**config.mk**
```make
export PLATFORM = sky130hd
export DESIGN_NAME = if_stage
export DESIGN_NICKNAME = d
export VERILOG_FILES = /design/src/rtl/if_stage.sv
export SDC_FILE = /design/constraint.sdc
export NUM_CORES = 1
export LEC_CHECK = 0
export CORE_AREA = 2 2 138 140
export DETAILED_ROUTE_END_ITERATION = 12
export DIE_AREA = 0 0 140 142
export GPL_TIMING_DRIVEN = 0
export PLACE_DENSITY = 0.83
export SETUP_SLACK_MARGIN = 0.2
export SLEW_MARGIN = 40
export SYNTH_ARGS = -nofsm -noshare
export SYNTH_HDL_FRONTEND = slang
export SYNTH_SLANG_ARGS = --single-unit
```
**constraint.sdc**
```tcl
create_clock -name clk -period 3 [get_ports clk]
set_input_delay 0.9 -clock clk [delete_from_list [all_inputs] [get_ports clk]]
set_output_delay 0.9 -clock clk [all_outputs]
set_load 0.02 [all_outputs]
```
**src/rtl/if_stage.sv**
```systemverilog
// ---------------------------------------------------------------------------
// if_stage -- instruction-fetch stage of pipecpu.
//
// Holds the fetch PC, presents it as the IMEM address, and registers the
// fetched word into the IF/ID pipeline register. Hazard stalls, EX-stage
// branch redirects and the "B #0" halt idiom are handled here. After a halt
// word is seen, the stage drains for DRAIN cycles and then raises a sticky
// halted flag.
//
// Ports:
//   clk          in          single clock, rising edge
//   reset        in          synchronous, active-high
//   stall        in          hazard hold: freezes PC and IF/ID (RUN only)
//   br_taken     in          EX-stage branch taken this cycle
//   br_target    in  PC_W    redirect address while br_taken
//   imem_instr   in  32      combinational IMEM read data for pc_q
//   pc_q         out PC_W    current fetch PC / IMEM address
//   ifid_pc_q    out PC_W    PC of the instruction in IF/ID
//   ifid_instr_q out 32      instruction in IF/ID
//   ifid_valid_q out 1       IF/ID holds a real instruction (0 = bubble)
//   halt_seen    out 1       halt word fetched, drain in progress
//   halted       out 1       drain complete, sticky until reset
// ---------------------------------------------------------------------------
module if_stage #(
  parameter int unsigned     PC_W     = 64,
  parameter logic [PC_W-1:0] RESET_PC = {PC_W{1'b0}},
  parameter int unsigned     DRAIN    = 8,
  parameter logic [31:0]     NOP_WORD = 32'hD503201F
) (
  input  logic            clk,
  input  logic            reset,
  input  logic            stall,
  input  logic            br_taken,
  input  logic [PC_W-1:0] br_target,
  input  logic [31:0]     imem_instr,
  output logic [PC_W-1:0] pc_q,
  output logic [PC_W-1:0] ifid_pc_q,
  output logic [31:0]     ifid_instr_q,
  output logic            ifid_valid_q,
  output logic            halt_seen,
  output logic            halted
);

  typedef enum logic [1:0] {
    S_RUN    = 2'd0,
    S_DRAIN  = 2'd1,
    S_HALTED = 2'd2
  } state_e;

  localparam logic [7:0]      DRAIN_CNT = DRAIN[7:0];
  localparam logic [PC_W-1:0] PC_STEP   = PC_W'(3'd4);

  state_e          state_q, state_d;
  logic [7:0]      cnt_q, cnt_d;
  logic [PC_W-1:0] pc_d;
  logic [PC_W-1:0] ifid_pc_d;
  logic [31:0]     ifid_instr_d;
  logic            ifid_valid_d;
  logic            halt_word_s;

  // Recognise "B #0": unconditional branch opcode with a zero offset.
  always_comb begin
    halt_word_s = (imem_instr[31:26] == 6'h05) && (imem_instr[25:0] == 26'd0);
  end

  // State register and datapath registers.
  always_ff @(posedge clk) begin
    if (reset) begin
      state_q      <= S_RUN;
      cnt_q        <= 8'd0;
      pc_q         <= RESET_PC;
      ifid_pc_q    <= {PC_W{1'b0}};
      ifid_instr_q <= NOP_WORD;
      ifid_valid_q <= 1'b0;
    end else begin
      state_q      <= state_d;
      cnt_q        <= cnt_d;
      pc_q         <= pc_d;
      ifid_pc_q    <= ifid_pc_d;
      ifid_instr_q <= ifid_instr_d;
      ifid_valid_q <= ifid_valid_d;
    end
  end

  // Next-state and datapath selection in edge priority order.
  always_comb begin
    state_d      = state_q;
    cnt_d        = cnt_q;
    pc_d         = pc_q;
    ifid_pc_d    = ifid_pc_q;
    ifid_instr_d = ifid_instr_q;
    ifid_valid_d = ifid_valid_q;
    case (state_q)
      S_HALTED: begin
        // Frozen: branches and stalls are ignored until reset.
        state_d = S_HALTED;
      end
      S_DRAIN: begin
        if (br_taken) begin
          // A redirect cancels the speculative halt.
          state_d      = S_RUN;
          cnt_d        = 8'd0;
          pc_d         = br_target;
          ifid_instr_d = NOP_WORD;
          ifid_valid_d = 1'b0;
        end else begin
          // Stall does not pause the drain count.
          ifid_instr_d = NOP_WORD;
          ifid_valid_d = 1'b0;
          cnt_d        = cnt_q - 8'd1;
          if (cnt_q == 8'd1) begin
            state_d = S_HALTED;
          end else begin
            state_d = S_DRAIN;
          end
        end
      end
      S_RUN: begin
        if (br_taken) begin
          // Redirect wins over stall and masks halt detection this cycle.
          state_d      = S_RUN;
          cnt_d        = 8'd0;
          pc_d         = br_target;
          ifid_instr_d = NOP_WORD;
          ifid_valid_d = 1'b0;
        end else if (stall) begin
          state_d = S_RUN;
        end else if (halt_word_s) begin
          // The halt word itself never enters IF/ID.
          state_d      = S_DRAIN;
          cnt_d        = DRAIN_CNT;
          ifid_instr_d = NOP_WORD;
          ifid_valid_d = 1'b0;
        end else begin
          state_d      = S_RUN;
          pc_d         = pc_q + PC_STEP;
          ifid_pc_d    = pc_q;
          ifid_instr_d = imem_instr;
          ifid_valid_d = 1'b1;
        end
      end
      default: begin
        // Unreachable encoding: recover to RUN with a bubble.
        state_d      = S_RUN;
        cnt_d        = 8'd0;
        ifid_instr_d = NOP_WORD;
        ifid_valid_d = 1'b0;
      end
    endcase
  end

  // Status outputs decode directly from the registered state.
  always_comb begin
    if (state_q == S_DRAIN) begin
      halt_seen = 1'b1;
    end else begin
      halt_seen = 1'b0;
    end
    if (state_q == S_HALTED) begin
      halted = 1'b1;
    end else begin
      halted = 1'b0;
    end
  end

endmodule

```
==> flow_metrics.env <==
export IMPL_status="complete, but fails checks"
export IMPL_violations="DRC"
export IMPL_maxCapViolCount=0
export IMPL_viasPerCell=6.109
export IMPL_crit_buf_inv=4
export IMPL_p_leak_nw=4.207
export IMPL_start_util=0.4412
export IMPL_clockBufferDepth=2
export IMPL_cts_max_level=4
export IMPL_synth_yosys_seq_area_share=0.4205
export IMPL_root_buffer="clkbuf_16"
export IMPL_syn_area_um2=8142
export IMPL_drt_pass1_iter_count=10
export IMPL_fillers=1596
export IMPL_utilization=0.6471
export IMPL_track_usage=0.3324
export IMPL_clock_skew_ps=10.08
export IMPL_arrival_ps=3080
export IMPL_worstMarginPinSlew_ps=727.1
export IMPL_wl_um=34270
export IMPL_report_final_setup_viol=0
export IMPL_final_nets=1469
export IMPL_drtIter0Drc=1402
export IMPL_drtAntennaViolNets=0
export IMPL_vias=9854
export IMPL_drc=15
export IMPL_crit_family="buffers and inverters"
export IMPL_finalNonFillerCells=1613
export IMPL_hold_path_class="flip-flop to flip-flop"
export IMPL_endpoint_kind="flip-flop"
export IMPL_syn_inst=1075
export IMPL_gp_congestion=1.003
export IMPL_fin_crit_sh=0.9119
export IMPL_clk_latency_ps=440
export IMPL_synth_edf_count=0
export IMPL_slew_headroom=0.5152
export IMPL_grt_pass1_vias=9209
export IMPL_finalCriticalPeriod_ps=2736
export IMPL_multi_input_area_um2=4463
export IMPL_crit_path_max_fanout=10
export IMPL_critPathKind="primary input to flip-flop"
export IMPL_r2r_slack_ps=370
export IMPL_port_buffers=261
export IMPL_io_pins=263
export IMPL_hold_viol_final=0
export IMPL_die_h_um=142
export IMPL_antenna_found_initial=0
export IMPL_core_area_um2=18460
export IMPL_syn_num_nets=1178
export IMPL_synth_distinct_cells=63
export IMPL_ctsHoldBuffers=0
export IMPL_clock_sinks=171
export IMPL_layout_drive_gt1_share=0.09210
export IMPL_yosys_most_used_dff="dfxtp_1"
export IMPL_post_drt_wl_per_cell_um=21.25
export IMPL_tritoncts="built"
export IMPL_dieArea_um2=19880
export IMPL_regArea_um2=3423
export IMPL_grt_max_degree=17
export IMPL_crit_slowest_cell="clkdlybuf4s50_1"
export IMPL_vdd_drop_max_mv=0.4081
export IMPL_grt_first_pass_wirelength_um=51730
export IMPL_crit_top_cell="nand2_1"
export IMPL_cp_cell_sequence="clkdlybuf4s50_1 -> nor4_2 -> nand2_1 -> nor3_4 -> buf_12 -> nand2b_1 -> clkbuf_8 -> buf_4 -> nand2_1 -> a21oi_1"
export IMPL_cp_start_kind="primary input"
export IMPL_powerDensity_nw_per_um2=477.4
export IMPL_max_stage_delay_ps=490
export IMPL_placed_cells=1570
export IMPL_ys_ff_latch=171
export IMPL_ys_warn_count=0
export IMPL_fmax_ghz=0.3655
export IMPL_cp_required_ps=3350
export IMPL_numCtsBuffers=17
export IMPL_diodes=0
export IMPL_die_w_um=140
export IMPL_clkTransAtPathRegs_ps=70
export IMPL_async_flop_share=0
export IMPL_rsz0062_at_grt="false"
export IMPL_area_delta_synth_final_pct=46.67
export IMPL_dpl_hpwl_um=24460
export IMPL_row_count=50
export IMPL_maxSlewViolCount=0
export IMPL_synth_area_per_cell_um2=7.574
export IMPL_overflow=0
## cell type report
type                       instances  area share
clock inverter                    11    0.009220
tap                              234     0.02452
timing repair buffer             272      0.2275
clock buffer                      21     0.03940
multi-input combinational        812      0.3737
buffer                            82     0.03583
sequential                       171      0.2867
inverter                          10    0.003143
## worst min-delay path: stages, from the launching register on
cell	delay (ps)
dfxtp_1	310
nand2_1	50
a21oi_1	50
## through the flow
step / setup WS [ps] / instance area [µm²] / hold WS (ps) / TNS (ps) / total power [mW]
after floorplan: 529.9 / 8142 / 439.6 / 0 / 2.963
after global placement: -1022 / 11050 / 441.9 / -112580 / 3.466
after detailed placement: -1054 / 11050 / 445.9 / -116550 / 3.480
after CTS: 107.7 / 11780 / 455.5 / 0 / 5.659
after global routing: 204.9 / 11940 / 473.1 / 0 / 5.854
final: 264.3 / 11940 / 455.0 / 0 / 5.701
## layout by cell type, fill, tap and decap left out, types with 16 or more instances in the layout
cell type	Yosys	final
clkdlybuf4s50_1	0	256
nand2_1	210	210
dfxtp_1	171	171
a21oi_1	129	129
nor2_1	92	91
o21ai_0	47	47
clkbuf_1	65	30
nand4_1	30	30
nand3_1	28	28
nor3_1	29	27
nand2b_1	23	23
a211oi_1	23	23
clkbuf_2	2	22
nor4_1	24	21
o22ai_1	20	20
buf_2	14	17
clkbuf_16	0	17
a22oi_1	19	16
## Yosys cell counts (all sizes together) (19+ instances only)
library cell / instances / area share
nor2: 92 / 0.042
dfxtp: 171 / 0.42
nand2: 212 / 0.099
clkbuf: 67 / 0.031
a211oi: 23 / 0.021
a22oi: 19 / 0.018
nand3: 29 / 0.018
nand2b: 23 / 0.018
nor4: 29 / 0.028
o21ai: 48 / 0.030
nor3: 30 / 0.019
nand4: 32 / 0.027
o22ai: 20 / 0.015
a21oi: 129 / 0.079
## registers in the layout, summed over array words and instances, names as in the netlist
name / cells
ifid_valid_q: 1
state_q: 2
ifid_instr_q: 32
cnt_q: 8
pc_q: 64
ifid_pc_q: 64
## routing by layer
layer  vias to the layer above  global-route usage  routed length [µm]
met2                       666              0.5447               15790
met1                      4602              0.4126               13240
met3                       127             0.09219                3799
li1                       4459                   -                   -
met5                         -                   0                   0
met4                         0              0.1451                1443
## kinds of logic (layout without fill, tap and decap cells)
group                    Yosys count  in the layout  synth area share
buffers and inverters             92            396           0.04487
AO/OA/AOI/OAI                    315            315            0.2374
AND/OR/NAND/NOR                  491            491            0.2892
adder cells (fa/ha/maj)            3              3          0.004611
flip-flops                       171            171            0.4205
XOR/XNOR                           2              2          0.002152
multiplexers                       1              1          0.001229
## path summary, 6_finish.rpt
| check | to | depth (start not counted) | startpoint |
|---|---|---|---|
| setup / recovery | ifid_pc_q[10] | 10 | imem_instr[10] |
| hold / removal | ifid_pc_q[36] | 2 | ifid_pc_q[36] |
| setup reg to reg | pc_q[60] | 8 | pc_q[2] |
| hold reg to reg | ifid_pc_q[36] | 2 | ifid_pc_q[36] |
## where the power goes
part           switching (mW)  internal (mW)  leakage (nW)
clock network           0.999           1.22         0.277
logic                   0.545          0.437          2.53
registers               0.130           2.37          1.40
## repair_timing
| item | CTS | global route |
|---|---|---|
| resized for setup | 52 | 42 |
| pin swaps | 5 | 5 |
| buffers inserted | 4 | 7 |
| endpoints found under the setup margin | 159 | 159 |
No activity file was read; power rests on OpenSTA's default activity.
